==> config.mk <==
export PLATFORM = sky130hd
export DESIGN_NAME = net_load_sequencer
export DESIGN_NICKNAME = d
export VERILOG_FILES = /design/src/rtl/net_load_sequencer_pkg.sv /design/src/rtl/sync_fifo2.sv /design/src/rtl/net_load_sequencer.sv
export SDC_FILE = /design/constraint.sdc
export NUM_CORES = 1
export LEC_CHECK = 0
export ABC_AREA = 0
export BUFFER_PORTS_ARGS = -buffer_cell sky130_fd_sc_hd__buf_2
export CORE_MARGIN = 3
export CORE_UTILIZATION = 58
export CTS_BUF_LIST = sky130_fd_sc_hd__clkbuf_2
export DETAILED_ROUTE_END_ITERATION = 8
export GPL_ROUTABILITY_DRIVEN = 0
export GPL_TIMING_DRIVEN = 0
export MAX_ROUTING_LAYER = met4
export PLACE_DENSITY = 0.95
export SYNTH_ARGS = -nofsm -noshare
export SYNTH_HDL_FRONTEND = slang
export SYNTH_SLANG_ARGS = --single-unit
==> constraint.sdc <==
create_clock -name clk -period 10.2 [get_ports clk]
set_clock_uncertainty 0.1 [all_clocks]
set_input_delay 1.02 -clock clk [delete_from_list [all_inputs] [get_ports clk]]
set_output_delay 1.02 -clock clk [all_outputs]
set_load 0.005 [all_outputs]
==> src/rtl/net_load_sequencer_pkg.sv <==
// net_load_sequencer_pkg
// Shared definitions for the network load sequencer:
//   - network shape (input / hidden / output node counts)
//   - layer tag constants carried with every weight word
//   - sequencer FSM state encoding
//   - helper that sizes a layer's weight block (fan-in weights plus one bias per node)
package net_load_sequencer_pkg;

  localparam int NET_INPUT_NODES  = 2;
  localparam int NET_HIDDEN_1     = 32;
  localparam int NET_HIDDEN_2     = 32;
  localparam int NET_OUTPUT_NODES = 3;

  localparam int LAYER_TAG_1 = 1;
  localparam int LAYER_TAG_2 = 2;
  localparam int LAYER_TAG_3 = 3;

  typedef enum logic [2:0] {
    ST_IDLE   = 3'd0,
    ST_WEIGHT = 3'd1,
    ST_DRAIN  = 3'd2,
    ST_DATA   = 3'd3,
    ST_WAIT_Q = 3'd4
  } seq_state_t;

  // Each node stores fan_in weights followed by its bias.
  function automatic int layer_words(input int fan_in, input int nodes);
    return nodes * (fan_in + 1);
  endfunction

endpackage

==> src/rtl/sync_fifo2.sv <==
// sync_fifo2
// Two-entry synchronous FIFO holding tagged weight words.
// Ports:
//   clk, rst_n  : clock, asynchronous active-low reset (pointers/count only)
//   push, push_data : write strobe and word
//   pop         : remove the head word
//   head        : current head word (valid when !empty)
//   empty       : no word stored
//   count       : number of stored words (0..2)
module sync_fifo2 #(
  parameter int WIDTH = 8
) (
  input  logic             clk,
  input  logic             rst_n,
  input  logic             push,
  input  logic [WIDTH-1:0] push_data,
  input  logic             pop,
  output logic [WIDTH-1:0] head,
  output logic             empty,
  output logic [1:0]       count
);

  logic [WIDTH-1:0] mem [2];
  logic             wr_ptr;
  logic             rd_ptr;

  always_ff @(posedge clk or negedge rst_n) begin
    if (!rst_n) begin
      wr_ptr <= 1'b0;
      rd_ptr <= 1'b0;
      count  <= 2'd0;
    end else begin
      if (push) wr_ptr <= ~wr_ptr;
      if (pop)  rd_ptr <= ~rd_ptr;
      case ({push, pop})
        2'b10:   count <= count + 2'd1;
        2'b01:   count <= count - 2'd1;
        default: count <= count;
      endcase
    end
  end

  // Storage is not reset; occupancy is tracked by count alone.
  always_ff @(posedge clk) begin
    if (push) mem[wr_ptr] <= push_data;
  end

  assign head  = mem[rd_ptr];
  assign empty = (count == 2'd0);

endmodule

==> src/rtl/net_load_sequencer.sv <==
// net_load_sequencer
// Streams the weights of a 3-layer network from a read-latency-1 RAM to a
// ready/valid weight port, then presents the input vector one word per
// cycle, then waits for the network result and captures it.
// Ports:
//   clk, rst_n            : clock, asynchronous active-low reset
//   i_start, i_skip_weights, i_state : start request, skip weight phase, input vector
//   o_mem_ren/rlayer/raddr, i_mem_rdata : weight RAM read port
//   o_weight_valid, i_weight_ready, o_weight_layer/addr, o_weight : weight stream
//   o_load_weight_done    : pulse once the last weight has been accepted
//   o_data_valid, o_data_addr, o_data : input data stream (no backpressure)
//   i_q_max_valid, i_q_max : network result
//   o_q_max, o_done       : captured result and its update pulse
//   o_busy                : sequencer not idle
module net_load_sequencer
  import net_load_sequencer_pkg::*;
#(
  parameter int DATA_WIDTH                    = 32,
  parameter int LAYER_WIDTH                   = 2,
  parameter int NUMBER_OF_INPUT_NODE          = NET_INPUT_NODES,
  parameter int NUMBER_OF_HIDDEN_NODE_LAYER_1 = NET_HIDDEN_1,
  parameter int NUMBER_OF_HIDDEN_NODE_LAYER_2 = NET_HIDDEN_2,
  parameter int NUMBER_OF_OUTPUT_NODE         = NET_OUTPUT_NODES,
  parameter int WEIGHT_COUNTER_WIDTH          = 11,
  parameter int DATA_COUNTER_WIDTH            = $clog2(NUMBER_OF_HIDDEN_NODE_LAYER_1)
) (
  input  logic                                       clk,
  input  logic                                       rst_n,
  input  logic                                       i_start,
  input  logic                                       i_skip_weights,
  input  logic [NUMBER_OF_INPUT_NODE*DATA_WIDTH-1:0] i_state,
  output logic                                       o_mem_ren,
  output logic [LAYER_WIDTH-1:0]                     o_mem_rlayer,
  output logic [WEIGHT_COUNTER_WIDTH-1:0]            o_mem_raddr,
  input  logic [DATA_WIDTH-1:0]                      i_mem_rdata,
  output logic                                       o_weight_valid,
  input  logic                                       i_weight_ready,
  output logic [LAYER_WIDTH-1:0]                     o_weight_layer,
  output logic [WEIGHT_COUNTER_WIDTH-1:0]            o_weight_addr,
  output logic [DATA_WIDTH-1:0]                      o_weight,
  output logic                                       o_load_weight_done,
  output logic                                       o_data_valid,
  output logic [DATA_COUNTER_WIDTH-1:0]              o_data_addr,
  output logic [DATA_WIDTH-1:0]                      o_data,
  input  logic                                       i_q_max_valid,
  input  logic [DATA_WIDTH-1:0]                      i_q_max,
  output logic [DATA_WIDTH-1:0]                      o_q_max,
  output logic                                       o_done,
  output logic                                       o_busy
);

  localparam int LW  = LAYER_WIDTH;
  localparam int WCW = WEIGHT_COUNTER_WIDTH;
  localparam int DCW = DATA_COUNTER_WIDTH;
  localparam int ENTRY_W = LW + WCW + DATA_WIDTH;

  localparam logic [LW-1:0] TAG_1 = LW'(LAYER_TAG_1);
  localparam logic [LW-1:0] TAG_2 = LW'(LAYER_TAG_2);
  localparam logic [LW-1:0] TAG_3 = LW'(LAYER_TAG_3);

  localparam logic [WCW-1:0] L1_LAST =
    WCW'(layer_words(NUMBER_OF_INPUT_NODE, NUMBER_OF_HIDDEN_NODE_LAYER_1) - 1);
  localparam logic [WCW-1:0] L2_LAST =
    WCW'(layer_words(NUMBER_OF_HIDDEN_NODE_LAYER_1, NUMBER_OF_HIDDEN_NODE_LAYER_2) - 1);
  localparam logic [WCW-1:0] L3_LAST =
    WCW'(layer_words(NUMBER_OF_HIDDEN_NODE_LAYER_2, NUMBER_OF_OUTPUT_NODE) - 1);
  localparam logic [DCW-1:0] DATA_LAST = DCW'(NUMBER_OF_INPUT_NODE - 1);

  seq_state_t state, state_next;

  // Read-side counters: the node/index walk n*(fan_in+1)+w is simply a
  // linear address sweep over each layer block.
  logic [LW-1:0]  rd_layer;
  logic [WCW-1:0] rd_addr;
  logic           rd_last_word;

  // Tag of the read whose data returns next cycle.
  logic           in_flight;
  logic [LW-1:0]  flight_layer;
  logic [WCW-1:0] flight_addr;

  logic [DCW-1:0]                             data_cnt;
  logic [NUMBER_OF_INPUT_NODE*DATA_WIDTH-1:0] state_vec;
  logic [DATA_WIDTH-1:0]                      data_word;

  logic               mem_ren, load_done, data_valid, data_last, q_take;
  logic [2:0]         occupancy;
  logic               fifo_push, fifo_pop, fifo_empty;
  logic [1:0]         fifo_count;
  logic [ENTRY_W-1:0] arrive_entry, fifo_head, head_entry;
  logic               weight_valid;

  always_comb begin
    rd_last_word = 1'b0;
    if (rd_layer == TAG_1)      rd_last_word = (rd_addr == L1_LAST);
    else if (rd_layer == TAG_2) rd_last_word = (rd_addr == L2_LAST);
    else if (rd_layer == TAG_3) rd_last_word = (rd_addr == L3_LAST);
  end

  assign occupancy = {1'b0, fifo_count} + {2'b00, in_flight};

  // FSM state register
  always_ff @(posedge clk or negedge rst_n) begin
    if (!rst_n) state <= ST_IDLE;
    else        state <= state_next;
  end

  // FSM next state
  always_comb begin
    state_next = state;
    unique case (state)
      ST_IDLE:   if (i_start) state_next = i_skip_weights ? ST_DATA : ST_WEIGHT;
      ST_WEIGHT: if (mem_ren && rd_last_word && (rd_layer == TAG_3)) state_next = ST_DRAIN;
      ST_DRAIN:  if (load_done) state_next = ST_DATA;
      ST_DATA:   if (data_last) state_next = ST_WAIT_Q;
      ST_WAIT_Q: if (i_q_max_valid) state_next = ST_IDLE;
      default:   state_next = ST_IDLE;
    endcase
  end

  // FSM outputs
  always_comb begin
    mem_ren    = 1'b0;
    load_done  = 1'b0;
    data_valid = 1'b0;
    q_take     = 1'b0;
    unique case (state)
      ST_WEIGHT: mem_ren    = (occupancy < 3'd2);
      ST_DRAIN:  load_done  = fifo_empty && !in_flight;
      ST_DATA:   data_valid = 1'b1;
      ST_WAIT_Q: q_take     = i_q_max_valid;
      default:   ;
    endcase
  end

  assign data_last = data_valid && (data_cnt == DATA_LAST);

  always_ff @(posedge clk or negedge rst_n) begin
    if (!rst_n) begin
      rd_layer  <= '0;
      rd_addr   <= '0;
      in_flight <= 1'b0;
      data_cnt  <= '0;
      o_q_max   <= '0;
      o_done    <= 1'b0;
    end else begin
      in_flight <= mem_ren;
      if ((state == ST_IDLE) && i_start) begin
        rd_layer <= i_skip_weights ? '0 : TAG_1;
        rd_addr  <= '0;
      end else if (mem_ren) begin
        if (rd_last_word) begin
          rd_addr  <= '0;
          rd_layer <= (rd_layer == TAG_3) ? '0 : rd_layer + LW'(1);
        end else begin
          rd_addr <= rd_addr + WCW'(1);
        end
      end
      if (data_valid) data_cnt <= data_last ? '0 : data_cnt + DCW'(1);
      o_done <= q_take;
      if (q_take) o_q_max <= i_q_max;
    end
  end

  always_ff @(posedge clk) begin
    if (mem_ren) begin
      flight_layer <= rd_layer;
      flight_addr  <= rd_addr;
    end
    if ((state == ST_IDLE) && i_start) state_vec <= i_state;
  end

  // Returning data bypasses an empty FIFO so the first word is presented
  // the cycle it arrives; if not accepted it is pushed and becomes the head,
  // which keeps the presented word stable across the stall.
  assign arrive_entry = {flight_layer, flight_addr, i_mem_rdata};
  assign fifo_push    = in_flight && !(fifo_empty && i_weight_ready);
  assign fifo_pop     = !fifo_empty && i_weight_ready;
  assign head_entry   = fifo_empty ? arrive_entry : fifo_head;
  assign weight_valid = !fifo_empty || in_flight;

  sync_fifo2 #(.WIDTH(ENTRY_W)) u_fifo (
    .clk       (clk),
    .rst_n     (rst_n),
    .push      (fifo_push),
    .push_data (arrive_entry),
    .pop       (fifo_pop),
    .head      (fifo_head),
    .empty     (fifo_empty),
    .count     (fifo_count)
  );

  always_comb begin
    data_word = '0;
    for (int i = 0; i < NUMBER_OF_INPUT_NODE; i++) begin
      if (data_cnt == DCW'(i)) data_word = state_vec[i*DATA_WIDTH +: DATA_WIDTH];
    end
  end

  assign o_mem_ren          = mem_ren;
  assign o_mem_rlayer       = rd_layer;
  assign o_mem_raddr        = rd_addr;
  assign o_weight_valid     = weight_valid;
  assign o_weight_layer     = weight_valid ? head_entry[ENTRY_W-1 -: LW] : '0;
  assign o_weight_addr      = weight_valid ? head_entry[DATA_WIDTH +: WCW] : '0;
  assign o_weight           = weight_valid ? head_entry[DATA_WIDTH-1:0] : '0;
  assign o_load_weight_done = load_done;
  assign o_data_valid       = data_valid;
  assign o_data_addr        = data_valid ? data_cnt : '0;
  assign o_data             = data_valid ? data_word : '0;
  assign o_busy             = (state != ST_IDLE);

endmodule

==> results of run 1 <==
worst register-to-register path: stages (launching register included):
cell and delay, ns:
dfrtp_1 0.47, or3_1 0.43, nor2_2 0.26, clkbuf_4 0.81
a211oi_1 0.14, a31o_2 0.28
power groups by stage:
| stage | logic (mW) | clock network, mW | registers, mW |
|---|---|---|---|
| after CTS | 0.910 | 0.572 | 1.36 |
| after floorplan | 0.509 | 0 | 1.36 |
| after global routing | 0.997 | 0.617 | 1.39 |
| after global placement | 0.854 | 0 | 1.38 |
| after detailed placement | 0.907 | 0 | 1.38 |
| final | 0.906 | 0.556 | 1.36 |
kinds of logic (layout without fill, tap and decap cells):
family	Yosys count	after routing	share of synthesized area
xor gates and xnor gates	9	9	0.00873
and+or+nand+nor	112	112	0.0649
muxes	78	78	0.0911
AOI/OAI and AO/OA	110	110	0.0842
adders and majority gates	9	9	0.0125
other	0	5	0
buffers and inverters	44	410	0.0193
DFF	226	226	0.719
cells in the final DEF (no fill, tap or decap), drive strengths merged, types with 3 or more instances in the layout:
cell,n
buf,274
edfxtp,167
clkbuf,105
dfrtp,59
nand3,51
o21ai,50
mux2i,45
a22o,36
mux2,33
clkinv,18
nor2,17
inv,12
nand2,11
ha,9
and3,9
diode,5
nor2b,5
xnor2,5
o31ai,5
and2,4
a31oi,4
a21oi,4
xor2,4
or3,3
nor4b,3
nand4,3
a31o,3
nor3,3
how the worst min path moves through the flow:
stage | startpoint | endpoint | slack, ns | depth (start not counted)
after global placement | flight_addr[7] | u_fifo.mem[0][39] | 0.35 | 0
after CTS | i_q_max_valid | state[2] | 0.22 | 2
after floorplan | flight_addr[0] | u_fifo.mem[0][32] | 0.35 | 0
after detailed placement | flight_addr[9] | u_fifo.mem[1][41] | 0.36 | 0
final | rst_n | o_q_max[7] | 0.20 | 1
after global routing | rst_n | o_q_max[7] | 0.19 | 1
layout make-up:
cell class / count / area (um^2) / share of cell area
inverter: 12 / 45.0 / 0.00405
buffer: 32 / 133 / 0.0119
clock inverter: 19 / 77.6 / 0.00697
timing repair buffer: 268 / 1370 / 0.123
tap: 184 / 230 / 0.0207
multi-input combinational: 318 / 2370 / 0.213
antenna: 5 / 12.5 / 0.00112
sequential: 226 / 6490 / 0.583
clock buffer: 79 / 395 / 0.0355
per-stage QoR:
stage          setup slack (ns)  hold WS (ns)  std cells
3_3_place_gp               5.49         0.350       1038
5_1_grt                    5.80         0.191       1140
4_1_cts                    6.00         0.215       1138
6_report                   6.06         0.201       1143
2_1_floorplan              6.31         0.346        588
3_5_place_dp               6.93         0.360       1040
routing by layer:
metal,GRT usage,vias up
met5,-,-
met4,0.111,0
met3,0.0768,72
met2,0.433,331
met1,0.276,3045
li1,-,2969
flip-flops by register name, summed over array words and instances, names as in the netlist:
register       flops
o_done             1
in_flight          1
u_fifo.wr_ptr      1
data_cnt           5
o_q_max           32
u_fifo.rd_ptr      1
flight_addr       11
flight_layer       2
state_vec         64
o_mem_rlayer       2
state              3
u_fifo.mem        90
o_mem_raddr       11
u_fifo.count       2
==> impl_metrics.json, run 1 <==
{
  "fill_cells": 946,
  "first_iter_violations": 431,
  "drive_above_1_share": 0.415,
  "endpoint": "o_data[4]",
  "viasPerCell": 5.61,
  "synth_cells": 588,
  "crit_slowest_cell": "dfrtp_1",
  "ys_seq_area_frac": 0.719,
  "power_mw": 2.83,
  "grt.overflow.total": 0,
  "switching_share": 0.354,
  "yosysMostFrequentCell": "edfxtp_1",
  "outcome": "finished, final reports clean",
  "arrival_ns": 3.02,
  "crit_chain": "nand3b_1 > clkinv_1 > nand2_1 > nor2_1 > clkbuf_1 > a22o_1 > buf_2",
  "top_layer": "met4",
  "post_cts_buffers": 0,
  "p_sw_mw": 1.00,
  "p_seq_frac": 0.483,
  "setup_viol": 0,
  "fin_tns_setup_ns": 0,
  "cp.required_ns": 9.08,
  "peakVddDrop_mv": 0.124,
  "clock.fmax_mhz": 242,
  "cp_top_family": "simple AND/OR/NAND/NOR gates",
  "final.min_clock_period_ns": 4.14,
  "ys_top_cells_by_area": "edfxtp_1, dfrtp_1, mux2i_1",
  "die-area_mm2": 0.0171,
  "rr_startpoint": "state[0]",
  "cts-root-buf": "clkbuf_2",
  "grt_usage": 0.254,
  "cts_buffer_depth": 3,
  "synth_warnings": 0,
  "finalCritPeriodShare": 0.406,
  "hold_viol": 0,
  "path_class": "flip-flop to output pin",
  "crit_path_start_kind": "flip-flop",
  "wl_met1_um": 7970,
  "antenna_found_initial": 2,
  "maxSlewViolCount": 0,
  "areaGrowthSynthToFinish_pct": 23.3,
  "firstDrtPassIters": 5,
  "cp-end-kind": "output pin",
  "netlist_area_mm2": 0.00902,
  "path_buf_inv": 3,
  "max-cap-violations": 0,
  "clkPwrFrac": 0.197,
  "p_leak_nw": 4.95,
  "clock-sinks": 226,
  "crit_fanout": 10,
  "rrSetupSlack_ns": 7.57,
  "grt_max_degree": 74,
  "max_stage_delay_ns": 0.47,
  "ys_types": 42,
  "wirelength_um": 22000,
  "drcViolationCount": 0,
  "post-route-util": 0.748,
  "start_util": 0.607,
  "cts_tree": "done",
  "synth_top_flop_cell": "edfxtp_1",
  "die_w_um": 131,
  "yosysTopAreaCellShare": 0.556,
  "wire_per_inst_um": 19.3,
  "grt_pass1_wl_um": 32300,
  "htree_num_levels": 2,
  "placed_cell_area_mm2": 0.0106,
  "core-area_mm2": 0.0149,
  "port_buffers": 266,
  "worst_r2r_path_depth": 5,
  "hp-class": "primary input to asynchronous set/reset pin",
  "synth_fp_nets": 731,
  "synth_common_cells": "edfxtp_1, dfrtp_1, nand3_1",
  "avgSynthCellArea_um2": 15.3,
  "path_clk_slew_ns": 0.12,
  "cts_hold_buf": 0,
  "pwr_density_cell_mw_per_mm2": 254,
  "row_count": 44,
  "met3WireLength_um": 2010,
  "final_area_mm2": 0.0111,
  "async_reset_ff_frac": 0.261,
  "power.internal_mw": 1.83,
  "rsz0062_at_grt": "false",
  "io_pins": 267,
  "worstMarginPinSlew_ns": 0.943,
  "met2_length_um": 11200,
  "yosys.area.top_type": "edfxtp_1",
  "cts.repair.resized": 0,
  "path_depth": 7,
  "fin_nets": 1055,
  "critical_path.startpoint": "state[2]",
  "synth_edf_count": 167,
  "insertion_delay_ns": 0.79,
  "hpwl_um": 15600,
  "grt_pass1_vias": 6655,
  "slew_headroom": 0.371,
  "synth-seq-cells": 226,
  "die_y_um": 131,
  "postRouteAntennaNets": 0,
  "reg2reg_to": "o_mem_raddr[2]",
  "cts_buffers": 54,
  "vias": 6417,
  "combPwrFrac": 0.321
}
No activity file was read; power rests on OpenSTA's default activity.
==> run 2: changes to the inputs <==
ABC_AREA = 1   (was 0)
CORE_UTILIZATION = 54   (was 58)
PLACE_DENSITY = 0.92   (was 0.95)
clock period = 3.95 ns   (was 10.2 ns; I/O delays follow)
==> run 2 against run 1 <==
Clock power increased to 3.0 times the previous value. Register-to-register slack got worse by 6.1 ns. Clock-buffer cell count increased by 4. Combinational power increased to 4.0 times the previous value. Utilization increased by 1.4 points. First-iteration DRC count increased by 44%. Highest routed layer unchanged.
==> impl_metrics.json, run 2 <==
{
  "hold_viol": 0,
  "synth_top_flop_cell": "edfxtp_1",
  "areaGrowthSynthToFinish_pct": 36.9,
  "top_register": "u_fifo.mem",
  "synth_edf_count": 167,
  "worstMarginPinSlew_ns": 1.16,
  "vias": 8567,
  "crit_path_start_kind": "flip-flop",
  "die-area_mm2": 0.0197,
  "cp.required_ns": 3.45,
  "grt_pass1_vias": 9010,
  "ys_types": 38,
  "synth_common_cells": "edfxtp_1, nand2_1, nand3_1",
  "clock.fmax_mhz": 302,
  "port_buffers": 266,
  "cp-end-kind": "output pin",
  "final-seq-area_mm2": 0.00649,
  "cts.repair.resized": 0,
  "core-area_mm2": 0.0175,
  "insertion_delay_ns": 0.77,
  "wire_per_inst_um": 19.1,
  "wirelength_um": 29700,
  "p_sw_mw": 3.50,
  "pwr_density_cell_mw_per_mm2": 668,
  "combPwrFrac": 0.408,
  "firstDrtPassIters": 7,
  "grt_pass1_wl_um": 46700,
  "crit_fanout": 10,
  "maxSlewViolCount": 0,
  "fill_cells": 1010,
  "yosys.area.top_type": "edfxtp_1",
  "final_common_cell": "buf_2",
  "path_clk_slew_ns": 0.14,
  "cts_buffer_depth": 3,
  "yosysMostFrequentCell": "edfxtp_1",
  "cts_buffers": 56,
  "grt_usage": 0.306,
  "drive_above_1_share": 0.342,
  "switching_share": 0.393,
  "grt_max_degree": 69,
  "synth_warnings": 0,
  "rr_startpoint": "state[1]",
  "grt.overflow.total": 0,
  "reg_top3": "u_fifo.mem: 90 flops, state_vec: 64 flops, o_q_max: 32 flops",
  "power_mw": 8.91,
  "die_w_um": 140,
  "async_reset_ff_frac": 0.261,
  "slew_headroom": 0.229,
  "setup_viol": 0,
  "finalCritPeriodShare": 0.840,
  "yosysTopAreaCellShare": 0.515,
  "start_util": 0.557,
  "largest_reg_flops": 90,
  "final_cells": 1554,
  "htree_num_levels": 2,
  "multiInputGateArea_mm2": 0.00275,
  "synth_fp_nets": 963,
  "final.min_clock_period_ns": 3.32,
  "hp-class": "primary input to asynchronous set/reset pin",
  "place_inst": 1313,
  "clock-sinks": 226,
  "first_iter_violations": 619,
  "ys_seq_area_frac": 0.666,
  "critical_path.startpoint": "data_cnt[1]",
  "drcViolationCount": 0,
  "row_count": 48,
  "whs_ns": 0.104,
  "power.internal_mw": 5.41,
  "avgSynthCellArea_um2": 11.9,
  "antenna_found_initial": 1,
  "postRouteAntennaNets": 0,
  "p_leak_nw": 6.29,
  "netlist_area_mm2": 0.00974,
  "viasPerCell": 5.51,
  "outcome": "finished, final reports clean",
  "rsz0062_at_grt": "false",
  "die_y_um": 140,
  "io_pins": 267,
  "p_seq_frac": 0.402,
  "clkPwrFrac": 0.190,
  "peakVddDrop_mv": 0.462,
  "cts_tree": "done",
  "layout_common_cells": "buf_2, edfxtp_1, nand2_1, dlygate4sd3_1, clkbuf_2",
  "arrival_ns": 2.82,
  "synth-seq-cells": 226,
  "path_class": "flip-flop to output pin",
  "cts-root-buf": "clkbuf_2",
  "max-cap-violations": 0,
  "ys_top_cells_by_area": "edfxtp_1, dfrtp_1, nand2_1",
  "synth_cells": 820,
  "hpwl_um": 16400,
  "fin_nets": 1424
}
run 2: cell count changes after synthesis, moves of 42 or more:
cell      delta
a21oi_1     +45
inv_1       +65
mux2i_1     -45
nand2_1    +152
o21ai_0     -42
o21bai_1    +45
run 2: cell families (layout without fill, tap and decap cells):
family,after synthesis,count (layout),synth area share
other,0,2,0
XOR/XNOR,12,12,0.0108
AND/OR/NAND/NOR,290,290,0.134
multiplexers,45,45,0.0520
flip-flops,226,226,0.666
adder cells (fa/ha/maj),9,9,0.0116
AO/OA/AOI/OAI,114,114,0.0726
buffers and inverters,124,631,0.0528
run 2: through the flow:
step	utilization	instance area [um^2]	TNS (ns)	setup slack, ns
after floorplan	-	9740	0	0.729
after global placement	0.650	11400	-46.89	-0.524
after detailed placement	0.654	11400	0	1.47
after CTS	0.762	13300	0	0.796
after global routing	0.763	13300	0	0.498
final	0.763	13300	0	0.633
run 2: final cells by class:
| type | count | share of cell area |
|---|---|---|
| Antenna cell | 2 | 0.000375 |
| Inverter | 85 | 0.0247 |
| Sequential cell | 226 | 0.487 |
| Timing Repair Buffer | 403 | 0.206 |
| Multi-Input combinational cell | 470 | 0.206 |
| Clock inverter | 21 | 0.0100 |
| Buffer | 39 | 0.0139 |
| Clock buffer | 83 | 0.0312 |
| Tap cell | 225 | 0.0211 |
run 2: path summary, 6_finish.rpt:
check | endpoint | slack, ns | cells after the start
hold / removal | o_q_max[0] | 0.10 | 2
max in group asynchronous | u_fifo.rd_ptr | 3.09 | 2
setup reg to reg | o_mem_raddr[2] | 1.44 | 8
hold reg to reg | u_fifo.mem[0][36] | 0.38 | 0
setup / recovery | o_data[24] | 0.63 | 8
min in group clk | state_vec[60] | 0.20 | 2
run 2: metal layers:
metal  wire length, um  vias up  track usage
met1             10300     4000        0.355
met2             14700      654        0.513
met5                 0        -            -
li1                  -     3769            -
met3              3290      144       0.0748
met4              1400        0        0.130
run 2: timing repair:
| action | CTS | global route |
|---|---|---|
| buffers inserted | 0 | 0 |
| hold endpoints to repair | 225 | 0 |
| hold buffers | 135 | 0 |
run 2: worst max-delay path: stages (launching register included):
cell	delay [ns]
dfrtp_1	0.43
inv_1	0.17
ha_1	0.19
nand3_1	0.15
inv_2	0.18
clkbuf_1	0.41
nand3_1	0.20
nand2_1	0.15
buf_2	0.14
run 2: power by group through the flow:
stage	clock network, mW	registers [mW]	logic (mW)
after floorplan	0	3.53	2.05
after global placement	0	3.56	3.23
after detailed placement	0	3.59	3.39
after CTS	1.67	3.54	3.52
after global routing	1.81	3.63	3.96
final	1.69	3.58	3.63
==> run 3: changes to the inputs <==
CORE_UTILIZATION = 49   (was 54)
PLACE_DENSITY = 0.88   (was 0.92)
clock period = 2.67 ns   (was 3.95 ns; I/O delays follow)
==> run 3 against run 2 <==
The run now ends with negative hold slack, negative setup slack left. Worst hold slack got worse by 0.13 ns. Global-route usage fell by 1.5 points. Wire length increased by 24%. First-iteration DRC count grew 8.4%. Sequential share of layout area shrank 5.1 points. Combinational power increased by 96%. Clock power up 60%. Flip-flop and latch count unchanged.
==> impl_metrics.json, run 3 (synthesis gave the netlist of run 2 again) <==
{
  "outcome": "finished, violations left",
  "violations": "negative hold slack, negative setup slack",
  "setup_viol": 31,
  "cp.required_ns": 2.30,
  "viasPerCell": 5.56,
  "fin_nets": 1506,
  "clock.fmax_mhz": 358,
  "arrival_ns": 2.43,
  "worstMarginPinSlew_ns": 1.09,
  "cts_buffers": 55,
  "path_class": "flip-flop to output pin",
  "top_register": "u_fifo.mem",
  "clock-sinks": 226,
  "cts_tree": "done",
  "final_common_cell": "buf_2",
  "crit_path_start_kind": "flip-flop",
  "fin_ws_ns": -0.125,
  "grt_max_degree": 69,
  "p_leak_nw": 6.93,
  "firstDrtPassIters": 5,
  "place_ws_ns": 0.186,
  "hp-class": "primary input to flip-flop",
  "rr_startpoint": "state[0]",
  "grt_pass1_wl_um": 48500,
  "critical_path.startpoint": "data_cnt[1]",
  "htree_num_levels": 2,
  "num_antenna_cells": 0,
  "post-route-util": 0.778,
  "start_util": 0.509,
  "grt.overflow.total": 0,
  "die-area_mm2": 0.0216,
  "cts-root-buf": "clkbuf_2",
  "wirelength_um": 36800,
  "drcViolationCount": 0,
  "max-cap-violations": 0,
  "slew_headroom": 0.273,
  "rsz0062_at_grt": "true",
  "port_buffers": 266,
  "insertion_delay_ns": 0.83,
  "row_count": 50,
  "vias": 9270,
  "areaGrowthSynthToFinish_pct": 52.9,
  "cp-end-kind": "output pin",
  "layout_common_cells": "buf_2, dlygate4sd3_1, edfxtp_1, nand2_1, clkbuf_2",
  "die_w_um": 147,
  "final.min_clock_period_ns": 2.79,
  "path_clk_slew_ns": 0.22,
  "place_inst": 1348,
  "maxSlewViolCount": 0,
  "hp-start": "i_state[22]",
  "wire_per_inst_um": 22.1,
  "grt_usage": 0.291,
  "hpwl_um": 16600,
  "crit_fanout": 10,
  "largest_reg_flops": 90,
  "final_cells": 1668,
  "drive_above_1_share": 0.404,
  "first_iter_violations": 671,
  "pwr_density_cell_mw_per_mm2": 1020,
  "io_pins": 267,
  "antenna_found_initial": 0,
  "reg_top3": "u_fifo.mem: 90 flops, state_vec: 64 flops, o_q_max: 32 flops",
  "postRouteAntennaNets": 0,
  "core-area_mm2": 0.0191,
  "die_y_um": 147,
  "whs_ns": -0.0211,
  "hold_viol": 1,
  "power_mw": 15.2,
  "cts_buffer_depth": 3,
  "finalCritPeriodShare": 1.05,
  "grt_pass1_vias": 9307,
  "peakVddDrop_mv": 0.596
}
run 3: changes by cell type in the layout (fill, tap and decap cells not counted), sizes merged:
cell	previous run	this run
buf	299	323
bufinv	2	3
clkbuf	91	100
clkinv	19	16
clkinvlp	0	1
diode	2	0
dlygate4sd3	135	183
nor2	34	35
run 3: per-layer routing:
layer / track usage / share of wire / vias to the layer above / routed length, um
met4: 0.138 / 0.063 / 0 / 2330
met1: 0.330 / 0.34 / 4382 / 12300
met2: 0.484 / 0.49 / 757 / 18000
met3: 0.0787 / 0.11 / 205 / 4130
met5: - / 0 / - / 0
li1: - / - / 3926 / -
run 3: power by group:
| group | internal, mW | total (mW) | switching (mW) |
|---|---|---|---|
| Combinational | 3.23 | 7.13 | 3.90 |
| Sequential | 4.80 | 5.37 | 0.572 |
| Clock | 1.12 | 2.71 | 1.59 |
run 3: final timing paths:
kind | to | cells after the start | slack (ns)
worst max-delay path | o_data[19] | 8 | -0.12
worst min-delay path | state_vec[22] | 2 | -0.02
worst max register to register | o_q_max[0] | 8 | 0.05
worst min register to register | u_fifo.mem[1][37] | 0 | 0.38
max in group asynchronous | state[0] | 3 | 1.41
min in group asynchronous | o_q_max[13] | 3 | 0.45
run 3: stage by stage:
stage                     instance area (um^2)  setup TNS, ns
after detailed placement                 11500              0
final                                    14900          -1.05
after CTS                                14000              0
after global placement                   11400        -161.86
after floorplan                           9740         -49.56
after global routing                     14900          -7.11
run 3: final cells by class:
class                      count  area [um^2]
sequential                   226         6490
fill                        1063         4250
timing repair buffer         485         3620
multi-input combinational    471         3170
clock buffer                  82          410
buffer                        39          373
inverter                      85          334
tap                          260          325
clock inverter                20          164
run 3: worst max-delay path: stages, from the launching register on:
cell	delay, ns
dfrtp_1	0.42
inv_2	0.14
ha_4	0.16
nand3_4	0.09
inv_6	0.11
clkbuf_4	0.22
nand3_1	0.21
nand2_4	0.14
buf_6	0.11
run 3: what timing repair did:
item	4_1_cts	5_1_grt
pin swaps	1	52
endpoints found under the hold margin	236	61
cloned	2	7
setup buffers	12	14
resized for setup	42	149
hold buffers	180	3
setup endpoints to repair	70	86
